--- src/rtl/power_sequencer.sv ---
// Three-rail power sequencer: ramps rails 0..2 in order with power-good checks,
// settles between rails, shuts down in reverse order and latches faults.
module power_sequencer #(
  parameter int unsigned STEP_DELAY = 32'd1000,
  parameter int unsigned PG_TIMEOUT = 32'd100000
) (
  input  logic       i_clk,
  input  logic       i_rst_n,
  input  logic       i_enable,
  input  logic [2:0] i_pg,
  output logic [2:0] o_en,
  output logic       o_allGood,
  output logic       o_fault,
  output logic [1:0] o_faultRail,
  output logic       o_busy
);

  localparam int unsigned IDX_W = 2;
  localparam int unsigned CNT_W = 32;
  localparam int unsigned RAILS = 3;

  typedef enum logic [2:0] {
    S_IDLE,
    S_RAMP,
    S_SETTLE,
    S_ON,
    S_SHUTDOWN,
    S_FAULT
  } state_t;

  state_t           state_q, state_d;
  logic [IDX_W-1:0] idx_q, idx_d;
  logic [CNT_W-1:0] cnt_q, cnt_d;
  logic [RAILS-1:0] en_q, en_d;
  logic             fault_q, fault_d;
  logic [IDX_W-1:0] rail_q, rail_d;
  logic             busy_q, busy_d;

  logic [RAILS-1:0] below_mask, upto_mask, fail_mask;
  logic [CNT_W-1:0] cnt_inc;
  logic             step_done, pg_timeout;

  function automatic logic [IDX_W-1:0] lowest(input logic [RAILS-1:0] m);
    if (m[0])      lowest = 2'd0;
    else if (m[1]) lowest = 2'd1;
    else           lowest = 2'd2;
  endfunction

  function automatic logic [RAILS-1:0] onehot(input logic [IDX_W-1:0] i);
    onehot = RAILS'(3'b001 << i);
  endfunction

  // Rails strictly below idx, and rails up to and including idx.
  always_comb begin
    below_mask = 3'b000;
    upto_mask  = 3'b001;
    case (idx_q)
      2'd1:    begin below_mask = 3'b001; upto_mask = 3'b011; end
      2'd2:    begin below_mask = 3'b011; upto_mask = 3'b111; end
      default: begin below_mask = 3'b000; upto_mask = 3'b001; end
    endcase
  end

  assign cnt_inc    = (cnt_q == '1) ? cnt_q : cnt_q + CNT_W'(1);
  assign step_done  = (cnt_q == CNT_W'(STEP_DELAY - 1));
  assign pg_timeout = (cnt_q == CNT_W'(PG_TIMEOUT - 1));

  always_ff @(posedge i_clk or negedge i_rst_n) begin
    if (!i_rst_n) begin
      state_q <= S_IDLE;
      idx_q   <= '0;
      cnt_q   <= '0;
      en_q    <= '0;
      fault_q <= 1'b0;
      rail_q  <= '0;
      busy_q  <= 1'b0;
    end else begin
      state_q <= state_d;
      idx_q   <= idx_d;
      cnt_q   <= cnt_d;
      en_q    <= en_d;
      fault_q <= fault_d;
      rail_q  <= rail_d;
      busy_q  <= busy_d;
    end
  end

  // Next state; priority on a shared edge is fault, then disable, then progress.
  always_comb begin
    state_d   = state_q;
    idx_d     = idx_q;
    cnt_d     = cnt_q;
    en_d      = en_q;
    fault_d   = fault_q;
    rail_d    = rail_q;
    fail_mask = '0;

    case (state_q)
      S_IDLE: begin
        en_d    = '0;
        idx_d   = '0;
        cnt_d   = '0;
        fault_d = 1'b0;
        rail_d  = '0;
        if (i_enable) begin
          state_d = S_RAMP;
          en_d    = 3'b001;
        end
      end

      S_RAMP: begin
        fail_mask = ~i_pg & below_mask;
        if (|fail_mask) begin
          state_d = S_FAULT;
          en_d    = '0;
          fault_d = 1'b1;
          rail_d  = lowest(fail_mask);
          cnt_d   = '0;
        end else if (!i_pg[idx_q] && pg_timeout) begin
          state_d = S_FAULT;
          en_d    = '0;
          fault_d = 1'b1;
          rail_d  = idx_q;
          cnt_d   = '0;
        end else if (!i_enable) begin
          state_d = S_SHUTDOWN;
          en_d    = en_q & ~onehot(idx_q);
          cnt_d   = '0;
        end else if (i_pg[idx_q]) begin
          state_d = S_SETTLE;
          cnt_d   = '0;
        end else begin
          cnt_d = cnt_inc;
        end
      end

      S_SETTLE: begin
        fail_mask = ~i_pg & upto_mask;
        if (|fail_mask) begin
          state_d = S_FAULT;
          en_d    = '0;
          fault_d = 1'b1;
          rail_d  = lowest(fail_mask);
          cnt_d   = '0;
        end else if (!i_enable) begin
          state_d = S_SHUTDOWN;
          en_d    = en_q & ~onehot(idx_q);
          cnt_d   = '0;
        end else if (step_done) begin
          cnt_d = '0;
          if (idx_q != 2'd2) begin
            state_d = S_RAMP;
            idx_d   = IDX_W'(idx_q + 2'd1);
            en_d    = en_q | onehot(IDX_W'(idx_q + 2'd1));
          end else begin
            state_d = S_ON;
          end
        end else begin
          cnt_d = cnt_inc;
        end
      end

      S_ON: begin
        en_d  = 3'b111;
        cnt_d = '0;
        if (i_pg != 3'b111) begin
          state_d = S_FAULT;
          en_d    = '0;
          fault_d = 1'b1;
          rail_d  = lowest(~i_pg);
        end else if (!i_enable) begin
          state_d = S_SHUTDOWN;
          idx_d   = 2'd2;
          en_d    = 3'b011;
        end
      end

      // Power-good is deliberately ignored here; rails drop 2,1,0.
      S_SHUTDOWN: begin
        if (step_done) begin
          cnt_d = '0;
          if (idx_q != 2'd0) begin
            idx_d = IDX_W'(idx_q - 2'd1);
            en_d  = en_q & ~onehot(IDX_W'(idx_q - 2'd1));
          end else begin
            state_d = S_IDLE;
          end
        end else begin
          cnt_d = cnt_inc;
        end
      end

      S_FAULT: begin
        en_d  = '0;
        cnt_d = '0;
        if (!i_enable) begin
          state_d = S_IDLE;
          fault_d = 1'b0;
          rail_d  = '0;
          idx_d   = '0;
        end
      end

      default: begin
        state_d = S_IDLE;
        en_d    = '0;
        idx_d   = '0;
        cnt_d   = '0;
      end
    endcase

    busy_d = (state_d == S_RAMP) || (state_d == S_SETTLE) || (state_d == S_SHUTDOWN);
  end

  assign o_en        = en_q;
  assign o_fault     = fault_q;
  assign o_faultRail = rail_q;
  assign o_busy      = busy_q;
  assign o_allGood   = (state_q == S_ON) && (i_pg == 3'b111);

endmodule

--- config.mk ---
export PLATFORM = sky130hd
export DESIGN_NAME = power_sequencer
export DESIGN_NICKNAME = d
export VERILOG_FILES = /design/src/rtl/power_sequencer.sv
export SDC_FILE = /design/constraint.sdc
export NUM_CORES = 1
export LEC_CHECK = 0
export ABC_CLOCK_PERIOD_IN_PS = 7620
export CORE_UTILIZATION = 62
export DETAILED_ROUTE_END_ITERATION = 10
export GPL_TIMING_DRIVEN = 0
export PLACE_DENSITY = 0.89
export SLEW_MARGIN = 0
export SYNTH_ARGS = -nofsm -noshare
export SYNTH_HDL_FRONTEND = slang
export SYNTH_SLANG_ARGS = --single-unit
--- constraint.sdc ---
create_clock -name i_clk -period 7.62 [get_ports i_clk]
set_input_delay 1.143 -clock i_clk [delete_from_list [all_inputs] [get_ports i_clk]]
set_output_delay 1.143 -clock i_clk [all_outputs]
set_load 0.05 [all_outputs]
======== Word-level counts from Yosys, hierarchy flattened ========
Index checks and enable logic that the tools add are counted.
word-level totals
  register bits ........................... 44
  word-level logic and storage cells ...... 135
operators by class
  add/sub/neg operators ................... 3
  magnitude comparators ................... 1
  eq/ne operators ......................... 31
  shift-type cells ........................ 3
  multiplexer cells ....................... 68
  bitwise operators ....................... 9
  reduce and logical (&&, ||, !) cells .... 13
operators with widths
  operator               number
  $mux 32                8
  $pmux 32 s3            1
  $mux 3                 24
  $mux 2                 20
  $add 32x1->32 const B  1
  $eq 32x10->1 const B   1
  $eq 32x17->1 const B   1
  $eq 32x32->1 const B   1
  $ne 2x2->1 const B     12
  $pmux 2 s5             2
  $pmux 3 s6             1
  $pmux 3 s5             1
  $and 3x3->3            4
  $eq 3x3->1 const B     4
  $ne 4x4->1 const B     3
  $reduce_and 10->1      1
  $reduce_and 5->1       2
  $eq 3x2->1 const B     3
  $not 3->3              3
  $shl 1x2->3 const A    3
  $mux 1                 7
  $eq 3x1->1 const B     2
  $ne 3x3->1 const B     2
  $pmux 3 s2             1
  17 further kinds       20

======== Depth between registers and ports, before layout ========
Gate-level depths: netlist (run 1).
  word-level depth ........................ 10
  mapped depth ............................ 8
  mapped depth without buffers ............ 8

======== Worst setup path before layout (run 1) ========
Ideal clock, no wire load.
  kind .................................... input to output
  from .................................... input i_pg[0]
  to ...................................... output o_allGood
  arrival ................................. 2,333 ps
  setup slack ............................. 4,144 ps
  stages .................................. 4
  path buffers ............................ 2
  cells stage by stage .................... clkbuf_1 and3_1 and3_1 clkbuf_1
between the ends
  cells in the longest elaborated chain, start to end .. 2
RTL lines
  what               line  source
  from (decl)        10    input logic [2:0] i_pg,
  $eq 3x3->1         219   assign o_allGood = (state_q == S_ON) && (i_pg == 3'b111);
  $logic_and 1x1->1  219
  to (decl)          12    output logic o_allGood,
No other way between the ends.

======== Final worst setup path (run 1) ========
  from .................................... input i_pg[1]
  to ...................................... output o_allGood
The elaborated chain is that of the path after synthesis.

==> results of run 1 <==
[power by group through the flow]
stage / clock network [mW] / logic [mW] / registers [mW]
after floorplan: 0 / 0.300 / 0.331
after global placement: 0 / 0.426 / 0.312
after detailed placement: 0 / 0.437 / 0.315
after CTS: 0.188 / 0.439 / 0.310
after global routing: 0.198 / 0.491 / 0.317
final: 0.183 / 0.446 / 0.311
[flip-flops by register name (all words and copies together) (netlist names)]
register and count:
o_fault 1, o_faultRail 2, cnt_q 32, state_q 3, idx_q 2, o_en 3
o_busy 1
[cells by family (layout without fill, tap and decap cells)]
| group | after synthesis | after routing | share of synthesized area |
|---|---|---|---|
| compound gates | 57 | 57 | 0.133 |
| xor+xnor | 30 | 30 | 0.0934 |
| fa+ha+maj | 6 | 6 | 0.0267 |
| buf+inv | 25 | 46 | 0.0334 |
| flops | 44 | 44 | 0.391 |
| mux | 7 | 7 | 0.0267 |
| simple gates | 164 | 164 | 0.296 |
[path summary, 6_finish.rpt]
kind                                            start                          to  slack [ns]  cells after the start
setup reg to reg                   cnt_q[5]$_DFF_PN0_         cnt_q[28]$_DFF_PN0_        4.34                      7
hold reg to reg            o_faultRail[0]$_DFFE_PN0P_  o_faultRail[0]$_DFFE_PN0P_        0.51                      1
hold / removal             o_faultRail[0]$_DFFE_PN0P_  o_faultRail[0]$_DFFE_PN0P_        0.51                      1
setup / recovery                              i_pg[1]                   o_allGood        3.12                      5
min in group asynchronous                     i_rst_n         cnt_q[26]$_DFF_PN0_        0.70                      1
max in group asynchronous                     i_rst_n         cnt_q[13]$_DFF_PN0_        6.45                      2
[worst register-to-register path: cells and delay by family, from the launching register on]
family | cells | cell delay (ns)
AO/OA/AOI/OAI | 1 | 0.39
buffers and inverters | 1 | 0.48
AND/OR/NAND/NOR | 5 | 1.83
flip-flops | 1 | 0.45
[synthesized netlist by cell type (4+ instances only)]
| library cell | n | share of area |
|---|---|---|
| dfrtp_1 | 44 | 0.39 |
| mux2_2 | 4 | 0.016 |
| a21oi_1 | 16 | 0.028 |
| nor2b_1 | 8 | 0.018 |
| ha_1 | 6 | 0.027 |
| nor3_1 | 8 | 0.014 |
| nor4_1 | 8 | 0.018 |
| nand3_1 | 15 | 0.027 |
| o21ai_0 | 13 | 0.023 |
| nand2b_1 | 7 | 0.016 |
| nand4_1 | 10 | 0.022 |
| inv_1 | 12 | 0.016 |
| clkbuf_1 | 13 | 0.017 |
| or3_1 | 6 | 0.013 |
| xor2_1 | 13 | 0.040 |
| nand2_1 | 24 | 0.032 |
| and3_1 | 10 | 0.022 |
| xnor2_1 | 17 | 0.053 |
| nor2_1 | 52 | 0.069 |
[stage by stage]
step           power, mW   util  worst slack [ns]  instance area (sq um)
2_1_floorplan      0.631      -              4.14                   2810
3_3_place_gp       0.738  0.689              3.19                   3000
3_5_place_dp       0.752  0.692              3.16                   3010
4_1_cts            0.937  0.718              3.16                   3130
5_1_grt             1.01  0.718              3.02                   3130
6_report           0.940  0.718              3.12                   3130
[area by class of cell]
cell class / count / area (sq um)
Buffer: 13 / 48.8
Sequential cell: 44 / 1100
Inverter: 12 / 45.0
Clock buffer: 5 / 68.8
Clock inverter: 3 / 46.3
Timing Repair Buffer: 13 / 135
Multi-Input combinational cell: 264 / 1620
Tap cell: 52 / 65.1
Fill cell: 354 / 1230
[layer usage]
layer,wire length (um),share of wire,up-vias,track usage
li1,-,-,1223,-
met1,2790,0.42,1232,0.373
met2,3210,0.49,98,0.471
met3,407,0.062,23,0.0625
met4,163,0.025,0,0.138
met5,0,0,-,0
==> key figures, run 1 <==
Pwr
  – Sw frac: 0.443
  – Sequential share of power: 0.331
  – Switching Power: 0.416 mW
  – Clock power frac: 0.195
  – Combinational share of power: 0.474
  – Peak VDD IR: 0.205 mV
  – LEAKAGE: 1.35 nW
  – Pint: 0.524 mW
  – Pwr/cell area: 300 nW/um^2

CTS
  – CTS Buffer Depth: 2
  – CTS sink count: 44
  – Clock root buffer: clkbuf_8
  – # resized after CTS: 0
  – CTS tree: yes
  – Worst-path clk slew: 0.09 ns
  – H-Tree Depth: 2
  – Hold-fix buffers, CTS: 0
  – Clock Latency Late Sink: 0.30 ns
  – Setup repair bufs after CTS: 0
  – Inserted Clock Buffers: 5

Drt
  – Wire length per cell: 16.2 um
  – Number of antenna-violating nets in the routed design: 0
  – Post-route DRC: 0
  – Drt total wl: 6570 um
  – DRT Pass-1 Iters: 5
  – Via density: 6.34
  – Via count: 2,576
  – DR iter-0 viols: 283

Floorplan
  – Die height: 69.4 um
  – I/O pin cnt: 14
  – Initial Util: 0.646
  – Die width: 69.4 um
  – Die area: 4810 sq um
  – Core area: 4350 sq um
  – # rows: 24

STA
  – Final hold slack: 0.514 ns
  – Final period util: 0.590
  – Rel. slew slack: 0.414
  – Tmin final: 4.50 ns
  – Worst slew pin tran: 0.871 ns
  – Setup violators final: 0
  – Worst Skew: 0.00684 ns
  – Final Hold Vio Count: 0
  – Unrepaired setup endpoints after global routing: no
  – FMAX: 222 MHz
  – Final Max Slew Viols: 0
  – Final setup TNS: 0 ns

Hold path
  – Hold crit path type: flop to flop

Placement
  – Placed cells: 398
  – I/O Buffers: 12
  – Hpwl dp: 4820 um
  – GPL Wtd Cong: 0.943

Synthesis
  – #FFs+latches synth: 44
  – Async SR Flop Fraction: 1.00
  – Syn avg cell area: 8.45 sq um
  – Post-synth net total: 345
  – Sequential-to-total area share from yosys stat: 0.391
  – Ys Warns: 0
  – EDFF count, synth: 0
  – Synth unique cells: 49
  – Synth Instances: 333
  – Top FF cell, synth: dfrtp_1
  – Synthesized area: 2810 sq um

Setup path
  – Slowest stage delay, CP: 0.87 ns
  – Crit path required time: 6.48 ns
  – CP max-delay cell: clkdlybuf4s50_1
  – Startpoint types: primary input
  – Worst path cell trace: clkdlybuf4s50_1 -> and3_1 -> and3_1 -> clkbuf_1 -> clkdlybuf4s50_1
  – CP bufs+invs: 3
  – Crit Path Max Fanout: 6
  – Data arrival, critical path: 3.35 ns
  – CP top delay family: buffers and inverters
  – CP Capture Type: primary output
  – Critical path type: primary input to primary output

Global routing
  – Gr usage total: 0.292
  – Vias in the first global route: 2,392
  – First-pass GRT wire length: 11,200 um
  – Pin count of the biggest net entering global routing: 35
  – Overflow after GRT: 0
  – Initial antenna violation count: 0

Cells and area
  – Layout cells sized above 1: 0.0480
  – Most frequent cells in the layout: nor2_1 (52), dfrtp_1 (44), nand2_1 (24), xnor2_1 (17), a21oi_1 (16)
  – Non-filler instance count after layout: 406
  – Final Net Count: 365
  – Diodes inserted: 0
  – Most common cell after layout, fill and taps aside: nor2_1
  – Layout area overhead: 11.2%

Run
  – Max-cap check violation count: 0

Status
  – Status: completed
Power figures use the tool's default switching activity.
==> inputs of run 2 (changes only) <==
--- a/config.mk
+++ b/config.mk
@@ -5,11 +5,11 @@
 export SDC_FILE = /design/constraint.sdc
 export NUM_CORES = 1
 export LEC_CHECK = 0
-export ABC_CLOCK_PERIOD_IN_PS = 7620
-export CORE_UTILIZATION = 62
+export ABC_CLOCK_PERIOD_IN_PS = 4230
+export CORE_UTILIZATION = 60
 export DETAILED_ROUTE_END_ITERATION = 10
 export GPL_TIMING_DRIVEN = 0
-export PLACE_DENSITY = 0.89
+export PLACE_DENSITY = 0.87
 export SLEW_MARGIN = 0
 export SYNTH_ARGS = -nofsm -noshare
 export SYNTH_HDL_FRONTEND = slang
==> constraint.sdc (replaced) <==
create_clock -name i_clk -period 4.23 [get_ports i_clk]
set_input_delay 0.6345 -clock i_clk [delete_from_list [all_inputs] [get_ports i_clk]]
set_output_delay 0.6345 -clock i_clk [all_outputs]
set_load 0.05 [all_outputs]
==> run 2 against run 1 <==
  * The run now ends with design-rule violations left
  * Clock skew fell by 0.0020 ns
  * Final cell count unchanged
  * First-iteration DRC count decreased by 17%
  * Sequential cell count unchanged
  * Non-clock buffer count stayed put
  * Routed wire length increased by 3.6%
  * Sequential share of layout area down 0.070 points
  * Register-to-register slack got worse by 3.4 ns
  * Via count grew 1.7%
  * Critical path type unchanged
  * Largest power group unchanged
==> key figures, run 2 (same netlist as run 1, synthesis figures left out) <==
Pwr
  – Clock power frac: 0.201 (+0.006)
  – Pint: 0.959 mW (+83%)
  – Combinational share of power: 0.472 (-0.002)
  – Sequential share of power: 0.327 (-0.004)
  – LEAKAGE: 1.35 nW (+0.49%)
  – Total Power: 1.70 mW (+81%)
  – Pwr/cell area: 542 nW/um^2 (+80%)
  – Switching Power: 0.740 mW (+78%)
  – Peak VDD IR: 0.327 mV (+60%)
  – Sw frac: 0.436 (-0.00694)

Setup path
  – Slowest stage delay, CP: 0.86 ns (about the same)
  – R2r startpoint: cnt_q[5]$_DFF_PN0_
  – Crit path required time: 3.60 ns (-2.88 ns)
  – Data arrival, critical path: 2.81 ns (-0.54 ns)
  – CP bufs+invs: 3 (unchanged)
  – Startpoint types: primary input
  – CP max-delay cell: clkdlybuf4s50_1
  – Crit Path Max Fanout: 6 (unchanged)
  – CP Capture Type: primary output
  – Critical Path Start: i_pg[1]
  – CP top delay family: buffers and inverters
  – Critical path type: primary input to primary output
  – R2r setup slk: 0.89 ns (-3.45 ns)
  – Worst path cell trace: clkdlybuf4s50_1 -> and3_1 -> and3_1 -> clkbuf_1 -> clkdlybuf4s50_1

Global routing
  – Gr usage total: 0.292 (about the same)
  – Overflow after GRT: 0 (unchanged)
  – Vias in the first global route: 2,486 (+3.9%)
  – First-pass GRT wire length: 11,200 um (+0.44%)
  – Initial antenna violation count: 0 (unchanged)
  – Pin count of the biggest net entering global routing: 42 (+20%)

Placement
  – GPL Wtd Cong: 0.920 (-2.4%)
  – Placed cells: 398 (unchanged)
  – Hpwl dp: 4850 um (+0.60%)
  – I/O Buffers: 12 (unchanged)

Cells and area
  – Max FFs per register: 32 (unchanged)
  – Diodes inserted: 0 (unchanged)
  – Most frequent cells in the layout: nor2_1 (52), dfrtp_1 (44), nand2_1 (24), xnor2_1 (17), a21oi_1 (16)
  – Layout area overhead: 11.4%
  – Layout cells sized above 1: 0.0480 (unchanged)
  – Reg with most FFs: cnt_q
  – Util after Layout: 0.705 (-0.0132)
  – Final Net Count: 365 (unchanged)
  – Most common cell after layout, fill and taps aside: nor2_1
  – Non-filler instance count after layout: 406 (unchanged)

Floorplan
  – Initial Util: 0.633 (-0.0131)
  – Die height: 70.5 um (+1.6%)
  – Die area: 4970 sq um (+3.2%)
  – Die width: 70.5 um (+1.6%)
  – # rows: 24 (unchanged)
  – I/O pin cnt: 14 (unchanged)
  – Core area: 4440 sq um (+2.1%)

STA
  – Final setup TNS: 0 ns (unchanged)
  – Rel. slew slack: 0.476 (+0.0619)
  – Final period util: 0.813
  – Worst Skew: 0.00485 ns (-0.00199 ns)
  – Worst slew pin tran: 0.780 ns (-0.0920 ns)
  – Setup violators final: 0 (unchanged)
  – Unrepaired setup endpoints after global routing: no
  – Final Max Slew Viols: 0 (unchanged)
  – Tmin final: 3.44 ns
  – FMAX: 291 MHz
  – Final hold slack: 0.147 ns (-0.367 ns)
  – Final Hold Vio Count: 0 (unchanged)

Drt
  – Via density: 6.46 (+1.7%)
  – Wire length per cell: 16.8 um (+3.6%)
  – Via count: 2,621 (+1.7%)
  – Number of antenna-violating nets in the routed design: 0 (unchanged)
  – Drt total wl: 6810 um (+3.6%)
  – DRT Pass-1 Iters: 8 (+3)
  – DR iter-0 viols: 234 (-17%)
  – Post-route DRC: 2 (+2)

CTS
  – Clock root buffer: clkbuf_8
  – # resized after CTS: 0 (unchanged)
  – Setup repair bufs after CTS: 0 (unchanged)
  – Hold-fix buffers, CTS: 0 (unchanged)
  – Inserted Clock Buffers: 5 (unchanged)
  – CTS tree: yes
  – CTS Buffer Depth: 2 (unchanged)
  – CTS sink count: 44 (unchanged)
  – Clock Latency Late Sink: 0.30 ns (about the same)
  – Worst-path clk slew: 0.08 ns (about the same)
  – H-Tree Depth: 2 (unchanged)

Run
  – Max-cap check violation count: 0 (unchanged)

Status
  – Status: complete, but fails checks
  – Violated checks: design-rule violations

Hold path
  – Hold crit path type: primary input to async pin
==> run 2: metal layers <==
| layer | up-vias | part of all wire | GRT usage |
|---|---|---|---|
| met4 | 0 | 0.044 | 0.150 |
| met1 | 1242 | 0.41 | 0.347 |
| met2 | 127 | 0.49 | 0.506 |
| met5 | - | 0 | 0 |
| li1 | 1219 | - | - |
| met3 | 33 | 0.056 | 0.0505 |
==> run 2: path summary, 6_finish.rpt <==
check / endpoint / cells past startpoint
worst max-delay path: o_allGood / 5
worst min-delay path: o_en[1]$_DFFE_PN0P_ / 1
worst max register to register: cnt_q[10]$_DFF_PN0_ / 7
worst min register to register: o_fault$_DFFE_PN0P_ / 1
max in group asynchronous: o_faultRail[0]$_DFFE_PN0P_ / 2
min in group i_clk: o_fault$_DFFE_PN0P_ / 1
==> run 2: layout make-up <==
cell class / instances / area [sq um]
multi-input cells: 264 / 1620
fillers: 360 / 1310
flip-flops and latches: 44 / 1100
repair buffers: 13 / 135
clock buffers: 6 / 82.6
well taps: 52 / 65.1
plain buffers: 13 / 48.8
inverters: 12 / 45.0
clock inverters: 2 / 38.8
==> run 2: power by group through the flow <==
stage                     combinational, mW  clock [mW]  sequential [mW]
after global routing                  0.884       0.364            0.568
after floorplan                       0.541           0            0.596
after CTS                             0.795       0.347            0.554
after global placement                0.770           0            0.561
final                                 0.802       0.341            0.556
after detailed placement              0.791           0            0.563
==> run 2: metrics by stage <==
step	area, sq um	setup slack [ns]
after global routing	3130	0.641
after floorplan	2810	1.55
after CTS	3130	0.821
after detailed placement	3010	0.803
after global placement	3000	0.843
final	3130	0.790
==> inputs of run 3 (changes only) <==
--- a/config.mk
+++ b/config.mk
@@ -5,7 +5,7 @@
 export SDC_FILE = /design/constraint.sdc
 export NUM_CORES = 1
 export LEC_CHECK = 0
-export ABC_CLOCK_PERIOD_IN_PS = 4230
+export ABC_CLOCK_PERIOD_IN_PS = 3600
 export CORE_UTILIZATION = 60
 export DETAILED_ROUTE_END_ITERATION = 10
 export GPL_TIMING_DRIVEN = 0
==> constraint.sdc (replaced) <==
create_clock -name i_clk -period 3.6 [get_ports i_clk]
set_input_delay 0.54 -clock i_clk [delete_from_list [all_inputs] [get_ports i_clk]]
set_output_delay 0.54 -clock i_clk [all_outputs]
set_load 0.05 [all_outputs]
==> results of run 3 <==
Same layout as run 2 (identical final DEF). Status: complete, but fails checks: design-rule violations.
Among the figures that moved: setup slack after placement 0.803 ns -> 0.267 ns; setup slack after layout 0.790 ns -> 0.261 ns; hold slack 0.147 ns -> 0.0529 ns; start point of the critical path i_pg[1] -> cnt_q[5]$_DFF_PN0_; end point of the critical path o_allGood -> cnt_q[10]$_DFF_PN0_; register-to-register setup slack 0.89 ns -> 0.26 ns; total power 1.70 mW -> 2.00 mW; worst IR drop on VDD 0.327 mV -> 0.385 mV
